### src/rtl/rx_deint_pkg.sv
// rx_deint_pkg: shared state encoding, lane indices and width limits for rx_cic_deint.
package rx_deint_pkg;
    typedef enum logic {HUNT, COLLECT} state_t;
    localparam logic [1:0] CH_I0 = 2'd0;
    localparam logic [1:0] CH_Q0 = 2'd1;
    localparam logic [1:0] CH_I1 = 2'd2;
    localparam logic [1:0] CH_Q1 = 2'd3;
    localparam int OUT_W_MIN = 8;
    localparam int OUT_W_MAX = 24;
    localparam int DATA_W = 32;
endpackage

### src/rtl/rx_deint_scale.sv
// rx_deint_scale: gain shift with saturation of one CIC sample to an OUT_W lane.
// RX_DEINT_ROUND_EN selects round-half-up instead of floor before the shift.
module rx_deint_scale import rx_deint_pkg::*; #(
    parameter int OUT_W = 16
) (
    input  logic [DATA_W-1:0] in_data,
    input  logic [4:0]        gain_shift,
    output logic [OUT_W-1:0]  lane,
    output logic              ovf
);
    localparam int HEAD = DATA_W - OUT_W;
    localparam logic signed [DATA_W:0] MAX_V = (33'sd1 <<< (OUT_W - 1)) - 33'sd1;
    localparam logic signed [DATA_W:0] MIN_V = -(33'sd1 <<< (OUT_W - 1));
    logic [4:0] g, s;
    logic signed [DATA_W:0] x, v;
    always_comb begin
        g = (gain_shift > 5'(HEAD)) ? 5'(HEAD) : gain_shift;
        s = 5'(HEAD) - g;
`ifdef RX_DEINT_ROUND_EN
        x = {in_data[DATA_W-1], in_data} + ((s != 5'd0) ? (33'sd1 <<< (s - 5'd1)) : 33'sd0);
`else
        x = {in_data[DATA_W-1], in_data};
`endif
        v = x >>> s;
        ovf = (v > MAX_V) || (v < MIN_V);
        lane = (v > MAX_V) ? MAX_V[OUT_W-1:0] : (v < MIN_V) ? MIN_V[OUT_W-1:0] : v[OUT_W-1:0];
    end
endmodule

### src/rtl/rx_cic_deint.sv
// rx_cic_deint: deinterleaves the 4-channel CIC stream into scaled parallel frames
// with framing checks; RX_DEINT_ROUND_EN enables rounding in the lane scaler.
module rx_cic_deint import rx_deint_pkg::*; #(
    parameter int OUT_W = 16,
    parameter int ERR_W = 16
) (
    input  logic              clk,
    input  logic              reset_n,
    input  logic [DATA_W-1:0] in_data,
    input  logic [1:0]        in_channel,
    input  logic              in_startofpacket,
    input  logic              in_endofpacket,
    input  logic [1:0]        in_error,
    input  logic              in_valid,
    output logic              in_ready,
    input  logic [4:0]        gain_shift,
    output logic [OUT_W-1:0]  out_i0,
    output logic [OUT_W-1:0]  out_q0,
    output logic [OUT_W-1:0]  out_i1,
    output logic [OUT_W-1:0]  out_q1,
    output logic              out_valid,
    input  logic              out_ready,
    output logic              out_ovf,
    output logic [ERR_W-1:0]  err_cnt
);
    state_t state_q, state_d;
    logic [1:0] exp_q, exp_d;
    logic [2:0][OUT_W-1:0] buf_q, buf_d;
    logic [2:0] bovf_q, bovf_d;
    logic [3:0][OUT_W-1:0] out_q, out_d;
    logic oval_q, oval_d, oovf_q, oovf_d;
    logic [ERR_W-1:0] err_q, err_d;
    logic [OUT_W-1:0] lane_s;
    logic ovf_s, acc, start, good;

    rx_deint_scale #(.OUT_W(OUT_W)) u_scale (
        .in_data(in_data), .gain_shift(gain_shift), .lane(lane_s), .ovf(ovf_s)
    );

    always_comb begin
        in_ready = !(state_q == COLLECT && exp_q == CH_Q1 && oval_q && !out_ready);
        acc = in_valid && in_ready;
        start = in_error == 2'd0 && in_channel == CH_I0 && in_startofpacket;
        good = in_error == 2'd0 && in_channel == exp_q && !in_startofpacket
               && (in_endofpacket == (exp_q == CH_Q1));
        state_d = state_q;
        exp_d = exp_q;
        buf_d = buf_q;
        bovf_d = bovf_q;
        out_d = out_q;
        oval_d = oval_q && !out_ready;
        oovf_d = oovf_q;
        err_d = err_q;
        if (acc && state_q == HUNT) begin
            if (start) begin
                buf_d[0] = lane_s;
                bovf_d[0] = ovf_s;
                exp_d = CH_Q0;
                state_d = COLLECT;
            end
        end else if (acc && good) begin
            if (exp_q == CH_Q1) begin
                out_d = {lane_s, buf_q};
                oovf_d = ovf_s || (|bovf_q);
                oval_d = 1'b1;
                exp_d = CH_I0;
                state_d = HUNT;
            end else begin
                buf_d[exp_q] = lane_s;
                bovf_d[exp_q] = ovf_s;
                exp_d = exp_q + 2'd1;
            end
        end else if (acc) begin
            // A clean sop on ch0 is treated as the start of a new frame, not just dropped.
            err_d = (&err_q) ? err_q : err_q + ERR_W'(1);
            buf_d[0] = lane_s;
            bovf_d[0] = ovf_s;
            exp_d = start ? CH_Q0 : CH_I0;
            state_d = start ? COLLECT : HUNT;
        end
    end

    always_ff @(posedge clk or negedge reset_n) begin
        if (!reset_n) begin
            state_q <= HUNT;
            exp_q <= CH_I0;
            buf_q <= '0;
            bovf_q <= '0;
            out_q <= '0;
            oval_q <= 1'b0;
            oovf_q <= 1'b0;
            err_q <= '0;
        end else begin
            state_q <= state_d;
            exp_q <= exp_d;
            buf_q <= buf_d;
            bovf_q <= bovf_d;
            out_q <= out_d;
            oval_q <= oval_d;
            oovf_q <= oovf_d;
            err_q <= err_d;
        end
    end

    assign out_i0 = out_q[0];
    assign out_q0 = out_q[1];
    assign out_i1 = out_q[2];
    assign out_q1 = out_q[3];
    assign out_valid = oval_q;
    assign out_ovf = oovf_q;
    assign err_cnt = err_q;
endmodule

### config.mk
export PLATFORM = sky130hd
export DESIGN_NAME = rx_cic_deint
export DESIGN_NICKNAME = d
export VERILOG_FILES = /design/src/rtl/rx_deint_pkg.sv /design/src/rtl/rx_deint_scale.sv /design/src/rtl/rx_cic_deint.sv
export SDC_FILE = /design/constraint.sdc
export NUM_CORES = 1
export LEC_CHECK = 0
export ABC_AREA = 1
export CAP_MARGIN = 0
export CORE_MARGIN = 2
export CORE_UTILIZATION = 45
export DETAILED_ROUTE_END_ITERATION = 10
export DONT_BUFFER_PORTS = 1
export SYNTH_ARGS = -nofsm -noshare
export SYNTH_HDL_FRONTEND = slang
export SYNTH_SLANG_ARGS = --single-unit
export TNS_END_PERCENT = 50
### constraint.sdc
create_clock -name clk -period 2.2 [get_ports clk]
set_input_delay 0.55 -clock clk [delete_from_list [all_inputs] [get_ports clk]]
set_output_delay 0.55 -clock clk [all_outputs]
set_load 0.1 [all_outputs]
### Word level (Yosys, flattened, before mapping)

Cells that the tools add are included.

| storage, ports and cells | value |
|---|---|
| bits in registers | 136 |
| input port bits | 47 |

| operators by class | value |
|---|---|
| $lt $le $gt $ge | 5 |
| equality and inequality tests | 6 |
| muxes and demuxes | 34 |
| bitwise logic cells | 5 |
| add/subtract/negate cells | 3 |
| reduce and logical (&&, ||, !) cells | 29 |
| shift-type cells | 1 |

Operator list:

| kind | count |
|---|---|
| $mux W16 | 8 |
| $bwmux W48 | 1 |
| $gt A33 B16 Y1 const B | 1 |
| $lt A33 B16 Y1 const B | 1 |
| $sshr A32 B5 Y33 | 1 |
| $demux W16 S2 | 1 |
| $add A16 B1 Y16 const B | 1 |
| $mux W1 | 16 |
| $reduce_and A16 Y1 | 1 |
| $logic_and A1 B1 Y1 | 13 |
| $reduce_and A3 Y1 | 4 |
| $mux W2 | 5 |
| $ne A3 B3 Y1 const B | 2 |
| $gt A5 B5 Y1 const B | 1 |
| $mux W5 | 1 |
| $not A1 Y1 | 5 |
| $sub A5 B5 Y5 const A | 1 |
| $logic_not A2 Y1 | 2 |
| $reduce_and A4 Y1 | 1 |
| $bwmux W3 | 1 |
| $logic_not A1 Y1 | 3 |
| $lt A2 B3 Y1 const B | 1 |
| $reduce_bool A3 Y1 | 1 |
| $reduce_or A3 Y1 | 1 |
| 9 further kinds | 10 |

### Logic depth before layout (Yosys ltp)

| logic depth | value |
|---|---|
| word-level depth | 11 |
| depth in mapped cells | 27 |
| depth with buffers taken out | 23 |

### By module

Synthesis repeated with hierarchy kept, for this count alone.

| second synthesis, totals | value |
|---|---|
| cell total of the unflattened synthesis | 1078 |
| area, all modules | 8192.9 um^2 |

By module, submodules not included:

| module | cells an instance | area each (um^2) | instances |
|---|---|---|---|
| rx_cic_deint | 645 | 6049.6 | 1 |
| rx_deint_scale | 433 | 2143.3 | 1 |

### Worst setup path after synthesis

No wires, ideal clock.

| timing | value |
|---|---|
| kind | register -> register |
| start | register oval_q (netlist: out_valid) |
| end | register err_q[15] (netlist: err_cnt[15]) |
| required time | 2.042 ns |
| cell stages (with the launch flop) | 15 |
| arrival | 3.430 ns |
| setup time | 0.158 ns |
| path buffers | 0 |
| period minus slack after synthesis | 3.589 ns |
| path slack | -1.389 ns |
| cells stage by stage | dfrtp_1 -> inv_1 -> nor2_1 -> nand2_1 -> nand2_2 -> a21oi_1 -> nand2_1 -> nand3_2 -> nor2_1 -> nand3_1 -> nor2_1 -> nand3_1 -> nor2_1 -> nand3_1 -> xnor2_1 |

| between the ends | value |
|---|---|
| word-level cells in the longest chain between the ends | 7 |
| elaborated cells on any way between the ends | 9 |
| classes of those cells | bitwise (2); reduce/logical (7) |

Ends and longest elaborated chain:

| item | RTL line | text |
|---|---|---|
| from (decl) | rx_cic_deint.sv:31 | `logic oval_q, oval_d, oovf_q, oovf_d;` |
| from (signal assigned) | rx_cic_deint.sv:99 | `oval_q <= oval_d;` |
| $logic_and A1 B1 Y1 (*) (2 in a row) | rx_cic_deint.sv:41 | `in_ready = !(state_q == COLLECT && exp_q == CH_Q1 && oval_q && !out_ready);` |
| $logic_not A1 Y1 (*) | rx_cic_deint.sv:41 |  |
| named net in_ready | rx_cic_deint.sv:15 | `output logic in_ready,` |
| $logic_and A1 B1 Y1 (*) | rx_cic_deint.sv:42 | `acc = in_valid && in_ready;` |
| $logic_and A1 B1 Y1, on equally long branches | rx_cic_deint.sv:61, rx_cic_deint.sv:54 |  |
| $not A1 Y1 (no source line) | n/a |  |
| $reduce_and A4 Y1 (no source line) (*) | n/a |  |
| to (signal assigned) | rx_cic_deint.sv:101 | `err_q <= err_d;` |
| to (decl) | rx_cic_deint.sv:32 | `logic [ERR_W-1:0] err_q, err_d;` |

Mark *: on every way through the listed nets, which the timed path passes. The rest lies on a longest branch.
A chain may end at the register's enable or synchronous reset.

### Final worst setup path

| timing | value |
|---|---|
| start | input gain_shift[2] |
| end | register buf_q[27] in the netlist's numbering |

| between the ends | value |
|---|---|
| word-level cells in the longest chain between the ends | 8 |
| elaborated cells on any way between the ends | 9 |
| classes of those cells | add/sub (1); order compare (3); shift (1); mux (4) |

Ends and longest elaborated chain:

| item | RTL line | text |
|---|---|---|
| from (decl) | rx_cic_deint.sv:16 | `input logic [4:0] gain_shift,` |
| $gt A5 B5 Y1 | rx_deint_scale.sv:17 | `g = (gain_shift > 5'(HEAD)) ? 5'(HEAD) : gain_shift;` |
| $mux W5 (*) | rx_deint_scale.sv:17 |  |
| $sub A5 B5 Y5 (*) | rx_deint_scale.sv:18 | `s = 5'(HEAD) - g;` |
| $sshr A32 B5 Y33 (*) | rx_deint_scale.sv:24 | `v = x >>> s;` |
| $lt A33 B16 Y1 | rx_deint_scale.sv:26 | `lane = (v > MAX_V) ? MAX_V[OUT_W-1:0] : (v < MIN_V) ? MIN_V[OUT_W-1:0] : v[OUT_W-1:0];` |
| $mux W16 | rx_deint_scale.sv:26 |  |
| $mux W16 (*) | rx_deint_scale.sv:26 |  |
| $bwmux W48 (*) | rx_cic_deint.sv:69 | `buf_d[exp_q] = lane_s;` |
| to (signal assigned) | rx_cic_deint.sv:96 | `buf_q <= buf_d;` |
| to (decl) | rx_cic_deint.sv:28 | `logic [2:0][OUT_W-1:0] buf_q, buf_d;` |

Mark *: on every way between the ends. The rest lies on a longest branch, timed or not.

==> impl_metrics.ini <==
[setup_path]
cp.arrival_ps = 2790
crit_path_cell_trace = nor2_4 -> nand2_2 -> nand2_4 -> nand2_2 -> ha_4 -> nand2_2 -> nand3_2 -> o21ai_4 -> buf_12 -> nand3_1 -> nand3_1 -> nand2_1 -> nor2_1 -> nand2_1 -> nor2_1 -> nand3_2 -> nand3_4 -> buf_6 -> nand2_2 -> nand2_1 -> nand2_1
r2r_cells = 10
endpoint_kind = flop
startpoint_type = input pin
reg2reg_slack_ps = -20
r2r_end = buf_q[34]$_DFFE_PN0P_
required_ps = 2510
cp_slowest_cell = buf_12
slowest_delay_ps = 200
r2r-start = exp_q[1]$_DFFE_PN0P_
critPathKind = in -> reg
worstPathMaxFanout = 21

[sta]
timing.hold.ws_ps = -176
slew_headroom_pct = 62.2
fin_crit_sh_pct = 113
clock.fmax_mhz = 403
worstMarginPinSlew_ps = 567
rsz0062_at_grt = true
hold_violations = 136
slew_viol_final = 0
finalSetupViolations = 64
tns_ps = -15540
skew_ps = 9.61
worst_slack_ps = -282
fin_crit_ps = 2480

[layout]
synthToLayoutAreaGrowth_pct = 32.9
postLayoutCellArea_sq_um = 10400
n_fill_cell = 1590
drive_above_1_share_pct = 25.3
insertedDiodeCount = 0
stdcell_count = 1519
final_util_pct = 60.6
nNetsFinal = 1334

[routing]
wl_per_cell_um = 14.8
antenna_left = 0
drt_wl_total_um = 22500
drc_errors = 0
vias_per_cell = 5.00
vias = 7596
drtIter0Drc = 508
detailedRoute.firstPassIterationCount = 5

[clock_network]
insertion_delay_ps = 420
cts-root-buf = clkbuf_16
cts.sinks = 136
clkTransAtPathRegs_ps = 60
postCtsSetupBuffers = 0
cts_buffers = 17
htree_levels = 4
cts_tree = yes
max-clock-path-buffers = 2

[synth]
synthCells = 1136
yosys.area.top_type = dfrtp_1
syn_area_per_cell_sq_um = 6.86
yosys_warnings = 0
syn-num-nets = 1189
synth.area.top_cells = dfrtp_1 (44%), nand2_1 (24%), nand3_1 (10%), inv_1 (4.4%), o21ai_0 (3.7%)
synthDistinctLibCells = 32
syn_area_sq_um = 7800
ys_seq_elements = 136
synth_top_area_share_pct = 43.6
ys_seq_area_share_pct = 43.6

[status]
status = finished, violations left
violations = negative hold slack, negative setup slack

[placement]
post-dp-hpwl_um = 16500
portBuffers = 0
placed_cell_area_sq_um = 9550
dp_cells = 1485
place_congestion = 0.956

[job]
cap_violations = 0

[grt]
antenna_found_initial = 0
grt_max_degree = 137
grt_overflow = 0
grt_first_pass_wirelength_um = 36500
grt_pass1_vias = 7317
grt_usage_pct = 25.2

[die]
die_x_um = 136
die_y_um = 136
initial_core_util_pct = 45.6
core_sq_um = 17100
rows = 48
dieArea_sq_um = 18400
ios = 130

[power_and_ir_drop]
peakVddDrop_mv = 0.674
p_leak_nw = 5.66
cellPowerDensity_nw_per_um2 = 783

[hold_path]
min_path_type = in -> async
-- registers in the layout, summed over array words and instances, names as in the netlist --
signal / cells
state_q: 1
out_i1: 16
out_q0: 16
out_q1: 16
err_cnt: 16
buf_q: 48
exp_q: 2
out_i0: 16
out_ovf: 1
bovf_q: 3
out_valid: 1
-- synth_stat cells --
library cell	number
or2_2	3
nand2_2	15
a31oi_1	2
nand3_2	3
xnor2_1	5
nand4_1	2
inv_1	91
a21oi_1	7
clkbuf_1	27
buf_2	17
nand2_4	1
o21ai_0	58
nand3_1	156
nor4_1	3
nor3_1	6
o22a_1	1
ha_1	6
nor3_2	1
xor2_1	11
nand2_1	495
buf_4	4
inv_2	3
clkinv_1	3
buf_6	2
dfrtp_1	136
o211ai_1	14
o21a_1	1
o22ai_1	2
buf_1	5
o21ai_1	6
o31ai_1	1
nor2_1	49
-- worst max-delay path by stage --
stage / slack (ps) / start / end / cells past startpoint
floorplan: -610 / gain_shift[2] / out_q1[3]$_DFFE_PN0P_ / 25
global placement: -770 / gain_shift[2] / buf_q[18]$_DFFE_PN0P_ / 23
detailed placement: -820 / gain_shift[2] / buf_q[34]$_DFFE_PN0P_ / 22
CTS: -230 / gain_shift[2] / out_q1[13]$_DFFE_PN0P_ / 20
global route: -490 / gain_shift[2] / buf_q[25]$_DFFE_PN0P_ / 21
finish: -280 / gain_shift[2] / buf_q[27]$_DFFE_PN0P_ / 21
-- report_power, final --
part	internal [W]	switching (W)	leakage, nW
logic	0.000806	0.00150	3.56
registers	0.00275	0.0000995	1.80
clock network	0.00184	0.00111	0.298
total	0.00540	0.00272	5.66
-- critical path: cells and delay by family --
| family | cells | cell delay [ps] |
|---|---|---|
| adders and majority gates | 1 | 170 |
| buffers and inverters | 2 | 380 |
| AOI/OAI and AO/OA | 1 | 100 |
| and+or+nand+nor | 17 | 1590 |
-- kinds of logic after synthesis --
group / after synthesis / synth area share, %
compound gates: 92 / 6.53
fa+ha+maj: 6 / 0.963
flops: 136 / 43.6
xor+xnor: 16 / 1.80
buf+inv: 152 / 7.98
simple gates: 734 / 39.1
-- placed cells by master (no fill, tap or decap), types with 3 or more instances in the layout --
master / n
nand2_1: 457
buf_4: 166
dfrtp_1: 132
nand3_1: 129
inv_1: 88
o21ai_0: 56
nand2_2: 48
nor2_1: 37
nand3_2: 25
clkbuf_16: 18
o211ai_1: 14
xor2_1: 11
buf_12: 8
o21ai_1: 7
nor2_4: 6
nand2_4: 6
nor2_2: 6
a21oi_1: 6
nand3_4: 5
nor3_1: 5
xnor2_1: 5
inv_6: 5
buf_6: 5
inv_2: 4
clkinv_4: 4
ha_1: 4
or2_2: 3
clkbuf_1: 3
bufinv_16: 3
dfrtp_2: 3
-- through the flow --
step / setup WS (ps) / hold WS (ps) / power, W
after floorplan: -610 / 254 / 0.00446
after global placement: -768 / 257 / 0.00508
after detailed placement: -818 / 257 / 0.00511
after CTS: -230 / -195 / 0.00812
after global routing: -489 / -198 / 0.00855
final: -282 / -176 / 0.00811
-- layout make-up --
type                       count  area [sq um]  share of cell area [%]
multi-input combinational    849          4200                    40.5
sequential                   136          3410                    32.9
timing repair buffer         180          1490                    14.4
clock buffer                  21           450                    4.35
inverter                      97           374                    3.61
tap                          225           282                    2.72
clock inverter                11           160                    1.54
-- metal layers --
layer / part of all wire [%] / global-route usage (%)
met1: 47 / 35.0
met2: 46 / 40.0
met3: 5.0 / 5.01
met4: 2.0 / 7.81
met5: 0 / 0
-- repair_timing --
item | CTS | global route
endpoints found under the setup margin | 67 | 70
gates cloned | 1 | 1
endpoints found under the hold margin | 136 | 136
pin swaps | 2 | 4
resized for setup | 28 | 22
No activity file was read; power rests on OpenSTA's default activity.
